**src/rtl/audio_front_cond.sv**
```systemverilog
// rtl/audio_front_cond.sv - ADC front-end conditioner: calibrate DC, track it, decimate, limit
//
// Purpose:
//   Converts offset-binary ADC samples to signed values and estimates the DC offset
//   from a calibration burst. It then tracks that offset with a leaky integrator
//   and removes it from every sample. The DC-free samples are boxcar-averaged and
//   decimated by 2^AVG_LOG2, and each average is limited to +/-LIMIT.
//
// Ports:
//   clk_in      in   system clock
//   RST         in   synchronous active-high reset
//   adc_data    in   12-bit unsigned offset-binary sample
//   adc_valid   in   adc_data qualifier, one sample per clk_in edge
//   enable      in   run request; low returns the block to IDLE
//   audio_out   out  12-bit signed conditioned sample, held between updates
//   audio_valid out  one-cycle strobe per audio_out update
//   clip        out  one-cycle pulse with audio_valid when the limiter acted
//   cal_done    out  high while in RUN
//   clip_cnt    out  saturating count of clipped outputs (cleared by RST only)

module audio_front_cond #(
  parameter int AVG_LOG2 = 2,
  parameter int CAL_LOG2 = 8,
  parameter int DC_SHIFT = 10,
  parameter int LIMIT    = 1800
) (
  input  logic        clk_in,
  input  logic        RST,
  input  logic [11:0] adc_data,
  input  logic        adc_valid,
  input  logic        enable,
  output logic [11:0] audio_out,
  output logic        audio_valid,
  output logic        clip,
  output logic        cal_done,
  output logic [15:0] clip_cnt
);

  localparam int ACC_W  = 12 + DC_SHIFT;
  localparam int CSUM_W = 12 + CAL_LOG2;
  localparam int BSUM_W = 13 + AVG_LOG2;

  localparam logic [1:0] S_IDLE = 2'd0;
  localparam logic [1:0] S_CAL  = 2'd1;
  localparam logic [1:0] S_RUN  = 2'd2;

  localparam logic signed [12:0] LIM13 = 13'(LIMIT);
  localparam logic signed [11:0] LIM12 = 12'(LIMIT);

  logic [1:0]                 state_q, state_d;
  logic [CAL_LOG2-1:0]        cal_cnt_q, cal_cnt_d;
  logic signed [CSUM_W-1:0]   cal_sum_q, cal_sum_d;
  logic signed [ACC_W-1:0]    dc_acc_q, dc_acc_d;
  logic [AVG_LOG2-1:0]        blk_cnt_q, blk_cnt_d;
  logic signed [BSUM_W-1:0]   blk_sum_q, blk_sum_d;

  // Pipeline: s1 holds the raw block average, s2 the limited value, then outputs.
  logic                       s1_valid_q, s1_valid_d;
  logic signed [12:0]         s1_avg_q, s1_avg_d;
  logic                       s2_valid_q, s2_valid_d;
  logic signed [11:0]         s2_out_q, s2_out_d;
  logic                       s2_clip_q, s2_clip_d;

  logic [11:0]                audio_out_q, audio_out_d;
  logic                       audio_valid_q, audio_valid_d;
  logic                       clip_q, clip_d;
  logic [15:0]                clip_cnt_q, clip_cnt_d;

  logic signed [11:0]         x;
  logic signed [11:0]         dc;
  logic signed [12:0]         y;
  logic signed [CSUM_W-1:0]   cal_sum_next;
  logic signed [ACC_W-1:0]    cal_ext;
  logic signed [ACC_W-1:0]    dc_load;
  logic signed [ACC_W-1:0]    dc_acc_next;
  logic signed [BSUM_W-1:0]   blk_sum_next;
  logic signed [12:0]         avg;

  // Offset binary to two's complement is just an MSB flip.
  assign x = {~adc_data[11], adc_data[10:0]};

  // dc = dc_acc >>> DC_SHIFT; the upper 12 bits are exactly that value.
  assign dc = dc_acc_q[ACC_W-1:DC_SHIFT];
  assign y  = {x[11], x} - {dc[11], dc};

  assign cal_sum_next = cal_sum_q + CSUM_W'(x);
  // Scaling the calibration mean into dc_acc's fixed-point format.
  assign cal_ext      = ACC_W'(cal_sum_next);
  assign dc_load      = cal_ext <<< (DC_SHIFT - CAL_LOG2);
  assign dc_acc_next  = dc_acc_q + ACC_W'(y);
  assign blk_sum_next = blk_sum_q + BSUM_W'(y);
  assign avg          = blk_sum_next[BSUM_W-1:AVG_LOG2];

  always_comb begin
    state_d       = state_q;
    cal_cnt_d     = cal_cnt_q;
    cal_sum_d     = cal_sum_q;
    dc_acc_d      = dc_acc_q;
    blk_cnt_d     = blk_cnt_q;
    blk_sum_d     = blk_sum_q;
    s1_valid_d    = 1'b0;
    s1_avg_d      = s1_avg_q;

    if (!enable) begin
      // Leaving for IDLE drops calibration progress and any partial block,
      // including a block whose last sample arrives this very cycle.
      state_d   = S_IDLE;
      cal_cnt_d = '0;
      cal_sum_d = '0;
      dc_acc_d  = '0;
      blk_cnt_d = '0;
      blk_sum_d = '0;
    end else begin
      case (state_q)
        S_IDLE: begin
          state_d = S_CAL;
        end
        S_CAL: begin
          if (adc_valid) begin
            cal_sum_d = cal_sum_next;
            cal_cnt_d = cal_cnt_q + 1'b1;
            if (cal_cnt_q == '1) begin
              dc_acc_d  = dc_load;
              cal_sum_d = '0;
              state_d   = S_RUN;
            end
          end
        end
        S_RUN: begin
          if (adc_valid) begin
            dc_acc_d  = dc_acc_next;
            blk_sum_d = blk_sum_next;
            blk_cnt_d = blk_cnt_q + 1'b1;
            if (blk_cnt_q == '1) begin
              blk_sum_d  = '0;
              s1_valid_d = 1'b1;
              s1_avg_d   = avg;
            end
          end
        end
        default: begin
          state_d = S_IDLE;
        end
      endcase
    end

    s2_valid_d = s1_valid_q;
    s2_out_d   = s2_out_q;
    s2_clip_d  = s2_clip_q;
    if (s1_valid_q) begin
      if (s1_avg_q > LIM13) begin
        s2_out_d  = LIM12;
        s2_clip_d = 1'b1;
      end else if (s1_avg_q < -LIM13) begin
        s2_out_d  = -LIM12;
        s2_clip_d = 1'b1;
      end else begin
        s2_out_d  = s1_avg_q[11:0];
        s2_clip_d = 1'b0;
      end
    end

    audio_valid_d = s2_valid_q;
    clip_d        = s2_valid_q & s2_clip_q;
    audio_out_d   = s2_valid_q ? s2_out_q : audio_out_q;
    clip_cnt_d    = clip_cnt_q;
    if (clip_d && (clip_cnt_q != 16'hFFFF)) begin
      clip_cnt_d = clip_cnt_q + 16'd1;
    end
  end

  always_ff @(posedge clk_in) begin
    if (RST) begin
      state_q       <= S_IDLE;
      cal_cnt_q     <= '0;
      cal_sum_q     <= '0;
      dc_acc_q      <= '0;
      blk_cnt_q     <= '0;
      blk_sum_q     <= '0;
      s1_valid_q    <= 1'b0;
      s1_avg_q      <= '0;
      s2_valid_q    <= 1'b0;
      s2_out_q      <= '0;
      s2_clip_q     <= 1'b0;
      audio_out_q   <= '0;
      audio_valid_q <= 1'b0;
      clip_q        <= 1'b0;
      clip_cnt_q    <= '0;
    end else begin
      state_q       <= state_d;
      cal_cnt_q     <= cal_cnt_d;
      cal_sum_q     <= cal_sum_d;
      dc_acc_q      <= dc_acc_d;
      blk_cnt_q     <= blk_cnt_d;
      blk_sum_q     <= blk_sum_d;
      s1_valid_q    <= s1_valid_d;
      s1_avg_q      <= s1_avg_d;
      s2_valid_q    <= s2_valid_d;
      s2_out_q      <= s2_out_d;
      s2_clip_q     <= s2_clip_d;
      audio_out_q   <= audio_out_d;
      audio_valid_q <= audio_valid_d;
      clip_q        <= clip_d;
      clip_cnt_q    <= clip_cnt_d;
    end
  end

  assign audio_out   = audio_out_q;
  assign audio_valid = audio_valid_q;
  assign clip        = clip_q;
  assign cal_done    = (state_q == S_RUN);
  assign clip_cnt    = clip_cnt_q;

endmodule

```
**config.mk**
```make
export PLATFORM = sky130hd
export DESIGN_NAME = audio_front_cond
export DESIGN_NICKNAME = d
export VERILOG_FILES = /design/src/rtl/audio_front_cond.sv
export SDC_FILE = /design/constraint.sdc
export NUM_CORES = 1
export LEC_CHECK = 0
export ABC_AREA = 1
export CAP_MARGIN = 0
export CORE_ASPECT_RATIO = 1.75
export CORE_MARGIN = 2
export CORE_UTILIZATION = 50
export DETAILED_ROUTE_END_ITERATION = 7
export GPL_ROUTABILITY_DRIVEN = 0
export PLACE_DENSITY_LB_ADDON = 0.05
export SETUP_SLACK_MARGIN = 0.15
export SYNTH_ARGS = -nofsm -noshare
export SYNTH_HDL_FRONTEND = slang
export SYNTH_SLANG_ARGS = --single-unit
export TNS_END_PERCENT = 30
```
**constraint.sdc**
```tcl
create_clock -name clk_in -period 6.2 [get_ports clk_in]
set_input_delay 0.62 -clock clk_in [delete_from_list [all_inputs] [get_ports clk_in]]
set_output_delay 0.62 -clock clk_in [all_outputs]
set_load 0.005 [all_outputs]
```
==> flow_metrics.py, run 1 <==
metrics = {
    "pwr": {
        "p_leak_nw": 4.88,
        "finalPower_mw": 2.12,
        "peakVddDrop_mv": 0.152,
        "power.density_nw_per_um2": 207,
    },
    "cells_and_area": {
        "final_nets": 1539,
        "stdcell_count": 1690,
        "syn_to_final_growth_pct": 14.0,
        "nFillCells": 1747,
        "fin_util_pct": 58.3,
        "final_cell_area_um2": 10200,
        "drive_gt1_share_pct": 3.56,
        "diodes": 0,
    },
    "logic_synthesis": {
        "syn_area_um2": 8970,
        "yosysSeqAreaShare_pct": 28.3,
        "synth_top_area_share_pct": 28.3,
        "yosysMostFrequentCell": "nand2_1",
        "async_reset_ff_share_pct": 0,
        "synthesis.nets": 1502,
        "synth-edff-count": 0,
        "syn_inst": 1410,
        "yosysTopAreaCell": "dfxtp_1",
        "ys_warn_count": 0,
        "synth_ff_type": "dfxtp_1",
        "avgSynthCellArea_um2": 6.36,
        "synth_common_cells": "nand2_1 (381), inv_1 (203), a21oi_1 (143), nor2_1 (130), dfxtp_1 (127)",
        "synthTopCellsByArea": "dfxtp_1 (28%), nand2_1 (16%), ha_1 (10%)",
        "yosys.cell_types.count": 39,
        "ys_seq_elements": 127,
    },
    "grt": {
        "grtUsageMet2_pct": 53.9,
        "grt_pass1_vias": 8875,
        "grt_antenna_before_repair": 0,
        "grtUsageMet1_pct": 24.6,
        "grt_pass1_wl_mm": 41.8,
        "use_met3_pct": 3.39,
        "globalRouteTotalUtil_pct": 27.7,
        "grt_max_degree": 43,
        "gr-total-overflow": 0,
        "top_usage_layer": "met2",
    },
    "timing": {
        "finalWorstSetupSlack_ns": 2.25,
        "grt_setup_unrepaired": "no",
        "fin_setup_tns_ns": 0,
        "period_needed_ns": 3.95,
        "skew_ns": 0.00925,
        "worstMarginPinSlew_ns": 1.00,
        "hold_slack_ns": 0.445,
        "finalSetupViolations": 0,
        "fmax_mhz": 253,
        "period_share_pct": 63.7,
        "slew_headroom_pct": 33.0,
        "drv_slew": 0,
        "hold_violations": 0,
    },
    "worst_setup_path": {
        "endpoint_kind": "flop",
        "crit_top_cell": "nand3_1",
        "path_max_fanout": 12,
        "path_class": "in -> reg",
        "cp-start-kind": "primary input",
        "required_ns": 6.49,
        "slowest_stage": "ha_1",
        "crit_chain": "clkdlybuf4s50_1, inv_1, ha_1, fa_1, nand3b_1, nand2_1, nand3_1, nand4_1, nand2_1, ha_1, nand2_1, nor2_1, inv_1, nor2_1, nand3_1, nand4_1, nand3_1, nand3_1, a21oi_1",
        "crit_family": "simple AND/OR/NAND/NOR gates",
        "max_stage_delay_ns": 0.54,
        "arrival_ns": 4.24,
        "path_buf_inv": 3,
    },
    "clocking": {
        "htree_levels": 4,
        "worst_skew_pair.late_latency_ns": 0.42,
        "cts_hold_buf": 0,
        "postCtsResizedCells": 0,
        "numCtsBuffers": 17,
        "cts_tree": "done",
        "clock_sinks": 127,
        "clkTransAtPathRegs_ns": 0.06,
        "post_cts_buffers": 0,
        "cts-root-buf": "clkbuf_16",
        "clockBufferDepth": 2,
    },
    "die": {
        "io-pin-count": 47,
        "die_y_um": 181,
        "die_x_um": 105,
        "die_area_um2": 19100,
        "coreArea_um2": 17500,
        "initial_utilization_pct": 51.2,
        "row_count": 64,
    },
    "min_path": {
        "worstHoldPathType": "reg -> reg",
    },
    "placed_design": {
        "dp_hpwl_mm": 20.2,
        "port_buffers": 46,
        "dp_cells": 1659,
        "post-place-ws_ns": 1.81,
        "dpl_cell_area_um2": 9620,
    },
    "drt": {
        "dr.first_iter.drc_count": 406,
        "drc": 0,
        "routed-via-count": 8919,
        "ant_nets": 0,
        "first_pass_iters": 5,
        "drt-total-wl_mm": 25.6,
        "via_per_inst": 5.28,
        "avgRoutedWirePerCell_um": 15.1,
    },
    "status": {
        "outcome": "finished, final reports clean",
    },
    "run": {
        "maxCapViolCount": 0,
    },
}
## report_power, final
group          total (mW)  internal (mW)  switching (mW)  leakage [nW]
logic               0.245         0.0827           0.162          3.57
registers           0.820          0.819         0.00165          1.02
clock network        1.06          0.654           0.403         0.288
## layout by cell type (no fill, tap or decap), types with 16 or more instances in the layout
| cell type | instances |
|---|---|
| nand3_1 | 105 |
| clkbuf_16 | 17 |
| inv_1 | 203 |
| dfxtp_1 | 127 |
| xor2_1 | 27 |
| nor2_1 | 129 |
| nand2_1 | 381 |
| ha_1 | 72 |
| nor3_1 | 16 |
| clkdlybuf4s50_1 | 46 |
| a21oi_1 | 143 |
| o21ai_0 | 75 |
| nand4_1 | 19 |
| xnor2_1 | 17 |
## tightest hold or removal path: stages (launching register included)
cell	delay (ns)
dfxtp_1	0.31
inv_1	0.04
a21oi_1	0.05
## flip-flops by register name (all words and copies together), names as in the netlist
name and count:
cal_cnt_q 8, clip 1, audio_out 12, state_q 2, blk_sum_q 15, s2_clip_q 1, s1_valid_q 1, blk_cnt_q 2
s1_avg_q 13, clip_cnt 16, s2_out_q 12, cal_sum_q 20, audio_valid_d 1, audio_valid 1, dc_acc_q 22
## path summary, 6_finish.rpt
kind / startpoint / endpoint / slack (ns) / depth (start not counted)
setup / recovery: adc_data[0] / dc_acc_q[17] / 2.25 / 19
hold / removal: cal_cnt_q[7] / cal_cnt_q[7] / 0.45 / 2
setup reg to reg: dc_acc_q[12] / dc_acc_q[16] / 2.58 / 20
hold reg to reg: cal_cnt_q[7] / cal_cnt_q[7] / 0.45 / 2
## logic make-up (layout without fill, tap and decap cells)
group,after synthesis,in the layout,synth area share [%]
adders and majority gates,76,76,10.9
AOI/OAI and AO/OA,246,246,14.5
xor gates and xnor gates,44,44,4.30
buffers and inverters,239,288,10.2
and+or+nand+nor,678,678,31.8
DFF,127,127,28.3
## layout make-up
cell class / count / area, um2 / share of cell area (%)
clock inverter: 12 / 160 / 1.57
inverter: 207 / 778 / 7.61
clock buffer: 19 / 453 / 4.43
timing repair buffer: 50 / 490 / 4.79
sequential: 127 / 2540 / 24.8
tap: 231 / 289 / 2.82
multi-input combinational: 1044 / 5520 / 53.9
## metal layers
layer / part of all wire, % / wire, um / vias to the layer above
met3: 1.9 / 484 / 90
met4: 8.5 / 2180 / 0
met5: 0 / 0 / -
li1: - / - / 4634
met1: 35 / 8970 / 4027
met2: 55 / 13900 / 168
No activity file was read; power rests on OpenSTA's default activity.
==> run 2, diff against run 1 <==
Clock period 6.2 ns to 3.35 ns, I/O delays scaled along.
==> run 2 against run 1 <==
Non-clock buffer count up 133. Sequential cell count unchanged. Global-route usage up 1.4 points. Design area up 15%. Clock skew up 0.00096 ns. Final cell count up 7.9%. Critical path type is now reg -> reg. Critical endpoint is now dc_acc_q[19].
==> flow_metrics.py, run 2 (synthesized netlist as in run 1, its figures left out) <==
metrics = {
    "drt": {
        "drt-total-wl_mm": 28.1,
        "drc": 0,
        "via_per_inst": 5.31,
        "first_pass_iters": 6,
        "routed-via-count": 9680,
        "dr.first_iter.drc_count": 452,
        "ant_nets": 0,
        "avgRoutedWirePerCell_um": 15.4,
    },
    "cells_and_area": {
        "final_cell_mix": "nand2_1 (364), inv_1 (196), buf_4 (132)",
        "drive_gt1_share_pct": 18.0,
        "final_nets": 1672,
        "syn_to_final_growth_pct": 31.4,
        "largest_register": "dc_acc_q",
        "largest_reg_flops": 22,
        "diodes": 0,
        "stdcell_count": 1824,
        "fin_util_pct": 67.2,
        "layout_commonest_cell": "nand2_1",
    },
    "pwr": {
        "internal_power_mw": 3.02,
        "seqPwrFrac_pct": 36.2,
        "pwr-share-clk_pct": 47.5,
        "peakVddDrop_mv": 0.303,
        "p_leak_nw": 5.64,
        "power_switching_mw": 1.17,
        "sw_frac_of_total_pct": 28.0,
        "comb_power_share_pct": 16.3,
        "power.density_nw_per_um2": 355,
    },
    "worst_setup_path": {
        "startpoint": "dc_acc_q[19]",
        "crit_chain": "inv_1, ha_1, nand2_1, nand2_1, a21oi_1, nand3_1, nand2_2, nand2_2, buf_4, ha_4, nand2_1, nor2_2, inv_1, nor2_1, nand3_1, nand4_1, nand3_1, nand3_1, a21oi_1",
        "max_stage_delay_ns": 0.43,
        "required_ns": 3.64,
        "path_buf_inv": 3,
        "regToRegStartpoint": "dc_acc_q[19]",
        "arrival_ns": 3.54,
        "cp-start-kind": "flop",
        "path_class": "reg -> reg",
        "crit_family": "simple AND/OR/NAND/NOR gates",
        "crit_top_cell": "nand3_1",
        "path_max_fanout": 5,
        "slowest_stage": "dfxtp_1",
        "endpoint_kind": "flop",
    },
    "clocking": {
        "worst_skew_pair.late_latency_ns": 0.43,
        "htree_levels": 4,
        "cts-root-buf": "clkbuf_16",
        "clock_sinks": 127,
        "cts_hold_buf": 0,
        "clockBufferDepth": 2,
        "numCtsBuffers": 17,
        "clkTransAtPathRegs_ns": 0.06,
        "cts_tree": "done",
    },
    "die": {
        "die_y_um": 181,
        "io-pin-count": 47,
        "die_x_um": 105,
        "row_count": 64,
        "die_area_um2": 19100,
        "coreArea_um2": 17500,
        "initial_utilization_pct": 51.2,
    },
    "timing": {
        "period_share_pct": 97.0,
        "fmax_mhz": 308,
        "skew_ns": 0.0102,
        "hold_violations": 0,
        "drv_slew": 0,
        "worstMarginPinSlew_ns": 0.952,
        "slew_headroom_pct": 36.5,
        "grt_setup_unrepaired": "yes",
        "finalSetupViolations": 0,
        "period_needed_ns": 3.25,
    },
    "grt": {
        "gr-total-overflow": 0,
        "grt_max_degree": 50,
        "grt_pass1_wl_mm": 44.1,
        "globalRouteTotalUtil_pct": 29.1,
        "grt_pass1_vias": 9474,
        "grt_antenna_before_repair": 0,
    },
    "min_path": {
        "hold_start": "cal_cnt_q[7]",
        "worstHoldPathType": "reg -> reg",
    },
    "placed_design": {
        "dp_hpwl_mm": 21.2,
        "dp_cells": 1782,
        "port_buffers": 46,
    },
    "status": {
        "outcome": "finished, final reports clean",
    },
    "run": {
        "maxCapViolCount": 0,
    },
}
==> run 2: cell count changes in the layout (fill, tap and decap cells not counted), sizes merged, moves of 2 or more <==
cell           delta
buf             +133
clkdlybuf4s50     -3
inv               +2
dlymetal6s2s      +3
==> run 2: per-stage QoR <==
stage | cell area [um2] | worst slack, ns | hold slack, ns | setup TNS (ns) | power (mW)
2_1_floorplan | 8970 | 0.307 | 0.424 | 0 | 1.88
3_3_place_gp | 10500 | -0.494 | 0.435 | -12.47 | 2.12
3_5_place_dp | 10500 | -0.541 | 0.445 | -13.49 | 2.13
4_1_cts | 11400 | 0.150 | 0.454 | 0 | 4.15
5_1_grt | 11800 | -0.0427 | 0.481 | -0.174 | 4.34
6_report | 11800 | 0.0996 | 0.449 | 0 | 4.19
==> run 2: path summary, 6_finish.rpt <==
kind,to,slack (ns),cells after the start
setup / recovery,dc_acc_q[19],0.1,19
setup reg to reg,dc_acc_q[19],0.1,19
hold reg to reg,cal_cnt_q[7],0.45,2
hold / removal,cal_cnt_q[7],0.45,2
==> run 2: metal layers <==
layer | global-route usage [%] | wire, um
met1 | 26.6 | 9830
met2 | 56.1 | 15200
met3 | 3.75 | 739
met4 | 22.9 | 2340
met5 | 0 | 0
==> run 2: power by group through the flow <==
stage	registers, mW	clock network (mW)	logic (mW)
6_report	1.52	1.99	0.683
5_1_grt	1.52	2.08	0.748
4_1_cts	1.52	2.01	0.617
3_5_place_dp	1.55	0	0.578
3_3_place_gp	1.55	0	0.573
2_1_floorplan	1.55	0	0.330
==> run 2: cell type report <==
class | count | area, um2
inverters | 207 | 783
clock inverters | 14 | 181
fillers | 1559 | 5740
flip-flops and latches | 127 | 2550
clock buffers | 18 | 439
repair buffers | 183 | 1520
well taps | 231 | 289
multi-input cells | 1044 | 6030
==> run 2: timing repair <==
action,in CTS,in global routing
gates resized for setup,47,87
pin swaps,12,43
cloned,0,1
buffers inserted,3,6
endpoints found under the setup margin,32,36
==> run 2: worst min-delay path: stages, from the launching register on <==
cell     delay (ns)
dfxtp_1        0.31
inv_1          0.05
a21oi_1        0.05
==> run 3, diff against run 2 <==
Settings changed: RECOVER_POWER set to 50.
==> run 3 against run 2 <==
Critical endpoint unchanged. Hold slack improved by 0.0016 ns. Clock power about the same. Final cell count unchanged. Highest routed layer unchanged. Critical path type unchanged.
==> flow_metrics.py, run 3 (synthesized netlist as in run 1, its figures left out) <==
metrics = {
    "timing": {
        "hold_violations": 0,
        "worstMarginPinSlew_ns": 1.36,
        "period_share_pct": 97.2,
        "fmax_mhz": 307,
        "skew_ns": 0.0102,
        "drv_slew": 0,
        "period_needed_ns": 3.26,
        "finalSetupViolations": 0,
        "fin_setup_tns_ns": 0,
        "slew_headroom_pct": 9.17,
        "grt_setup_unrepaired": "yes",
        "finalWorstSetupSlack_ns": 0.0943,
    },
    "die": {
        "row_count": 64,
        "io-pin-count": 47,
        "coreArea_um2": 17500,
        "initial_utilization_pct": 51.2,
        "die_y_um": 181,
        "die_area_um2": 19100,
        "die_x_um": 105,
    },
    "worst_setup_path": {
        "path_max_fanout": 5,
        "cp-start-kind": "flop",
        "crit_top_cell": "nand3_1",
        "slowest_stage": "dfxtp_1",
        "required_ns": 3.64,
        "crit_chain": "inv_1, ha_1, nand2_1, nand2_1, a21oi_1, nand3_1, nand2_2, nand2_2, buf_6, ha_1, nand2_1, nor2_2, inv_1, nor2_1, nand3_1, nand4_1, nand3_1, nand3_1, a21oi_1",
        "max_stage_delay_ns": 0.44,
        "endpoint_kind": "flop",
        "arrival_ns": 3.54,
        "path_class": "reg -> reg",
    },
    "pwr": {
        "seqPwrFrac_pct": 36.2,
        "comb_power_share_pct": 16.2,
        "power_switching_mw": 1.17,
        "internal_power_mw": 3.02,
        "peakVddDrop_mv": 0.304,
        "sw_frac_of_total_pct": 28.0,
        "pwr-share-clk_pct": 47.6,
        "power.density_nw_per_um2": 357,
        "finalPower_mw": 4.19,
        "p_leak_nw": 5.71,
    },
    "drt": {
        "dr.first_iter.drc_count": 487,
        "drc": 0,
        "first_pass_iters": 5,
        "drt-total-wl_mm": 28.2,
        "ant_nets": 0,
        "routed-via-count": 9664,
        "via_per_inst": 5.30,
        "avgRoutedWirePerCell_um": 15.5,
    },
    "grt": {
        "grt_antenna_before_repair": 0,
        "grtUsageMet2_pct": 56.1,
        "top_usage_layer": "met2",
        "grtUsageMet1_pct": 26.6,
        "grt_max_degree": 50,
        "gr-total-overflow": 0,
        "grt_pass1_vias": 9474,
        "grt_pass1_wl_mm": 44.1,
        "globalRouteTotalUtil_pct": 29.1,
        "use_met3_pct": 3.75,
    },
    "placed_design": {
        "dpl_cell_area_um2": 10500,
        "dp_hpwl_mm": 21.2,
        "post-place-ws_ns": -0.541,
        "port_buffers": 46,
    },
    "cells_and_area": {
        "final_nets": 1672,
        "fin_util_pct": 67.0,
        "largest_reg_flops": 22,
        "layout_commonest_cell": "nand2_1",
        "syn_to_final_growth_pct": 30.9,
        "largest_register": "dc_acc_q",
        "final_cell_mix": "nand2_1 (364), inv_1 (197), buf_4 (128)",
        "drive_gt1_share_pct": 17.5,
        "diodes": 0,
        "final_cell_area_um2": 11700,
    },
    "run": {
        "maxCapViolCount": 0,
    },
    "clocking": {
        "cts_hold_buf": 0,
        "clock_sinks": 127,
        "cts_tree": "done",
        "cts-root-buf": "clkbuf_16",
        "clkTransAtPathRegs_ns": 0.06,
        "clockBufferDepth": 2,
        "worst_skew_pair.late_latency_ns": 0.43,
        "numCtsBuffers": 17,
        "htree_levels": 4,
    },
    "status": {
        "outcome": "finished, final reports clean",
    },
    "min_path": {
        "worstHoldPathType": "reg -> reg",
    },
}
run 3: cell types whose count changed in the layout (fill, tap and decap cells not counted), moves of 2 or more:
cell             previous run  this run
clkbuf_1                    0         4
clkdlybuf4s50_1            43        11
buf_4                     132       128
nor2_1                    114       116
dlygate4sd3_1               0        32
run 3: cell type report:
cell class	instances	area, um2
Timing Repair Buffer	183	1500
Tap cell	231	289
Fill cell	1570	5800
Clock inverter	14	181
Sequential cell	127	2550
Clock buffer	18	439
Inverter	207	783
Multi-Input combinational cell	1044	6000
run 3: what timing repair did:
| action | CTS | global route |
|---|---|---|
| gates cloned | 0 | 1 |
| buffers inserted | 3 | 6 |
| endpoints found under the setup margin | 32 | 36 |
| resized for setup | 47 | 87 |
| pin swaps | 12 | 43 |
run 3: metal layers:
| metal | vias to the layer above | wire length [um] |
|---|---|---|
| li1 | 4883 | - |
| met1 | 4413 | 9840 |
| met2 | 239 | 15200 |
| met3 | 129 | 776 |
| met4 | 0 | 2350 |
| met5 | - | 0 |
run 3: worst paths after layout:
| path | start | endpoint | slack, ns | cells past startpoint |
|---|---|---|---|---|
| max | dc_acc_q[19] | dc_acc_q[19] | 0.09 | 19 |
| min | cal_cnt_q[7] | cal_cnt_q[7] | 0.45 | 2 |
| max reg2reg | dc_acc_q[19] | dc_acc_q[19] | 0.09 | 19 |
| min reg2reg | cal_cnt_q[7] | cal_cnt_q[7] | 0.45 | 2 |
run 3: critical path: cells and delay by family (launching register included):
kind / cells / cell delay [ns]
AND/OR/NAND/NOR: 12 / 1.40
flip-flops: 1 / 0.44
AO/OA/AOI/OAI: 2 / 0.30
adder cells (fa/ha/maj): 2 / 0.67
buffers and inverters: 3 / 0.30
run 3: through the flow:
step | cells | hold WS (ns)
floorplan | 1410 | 0.424
global placement | 1782 | 0.435
detailed placement | 1782 | 0.445
CTS | 1817 | 0.454
global route | 1824 | 0.481
finish | 1824 | 0.450
run 3: power groups by stage:
| stage | logic (mW) | clock network, mW | registers (mW) |
|---|---|---|---|
| 2_1_floorplan | 0.330 | 0 | 1.55 |
| 3_5_place_dp | 0.578 | 0 | 1.55 |
| 5_1_grt | 0.744 | 2.08 | 1.52 |
| 6_report | 0.680 | 1.99 | 1.52 |
| 4_1_cts | 0.617 | 2.01 | 1.52 |
| 3_3_place_gp | 0.573 | 0 | 1.55 |
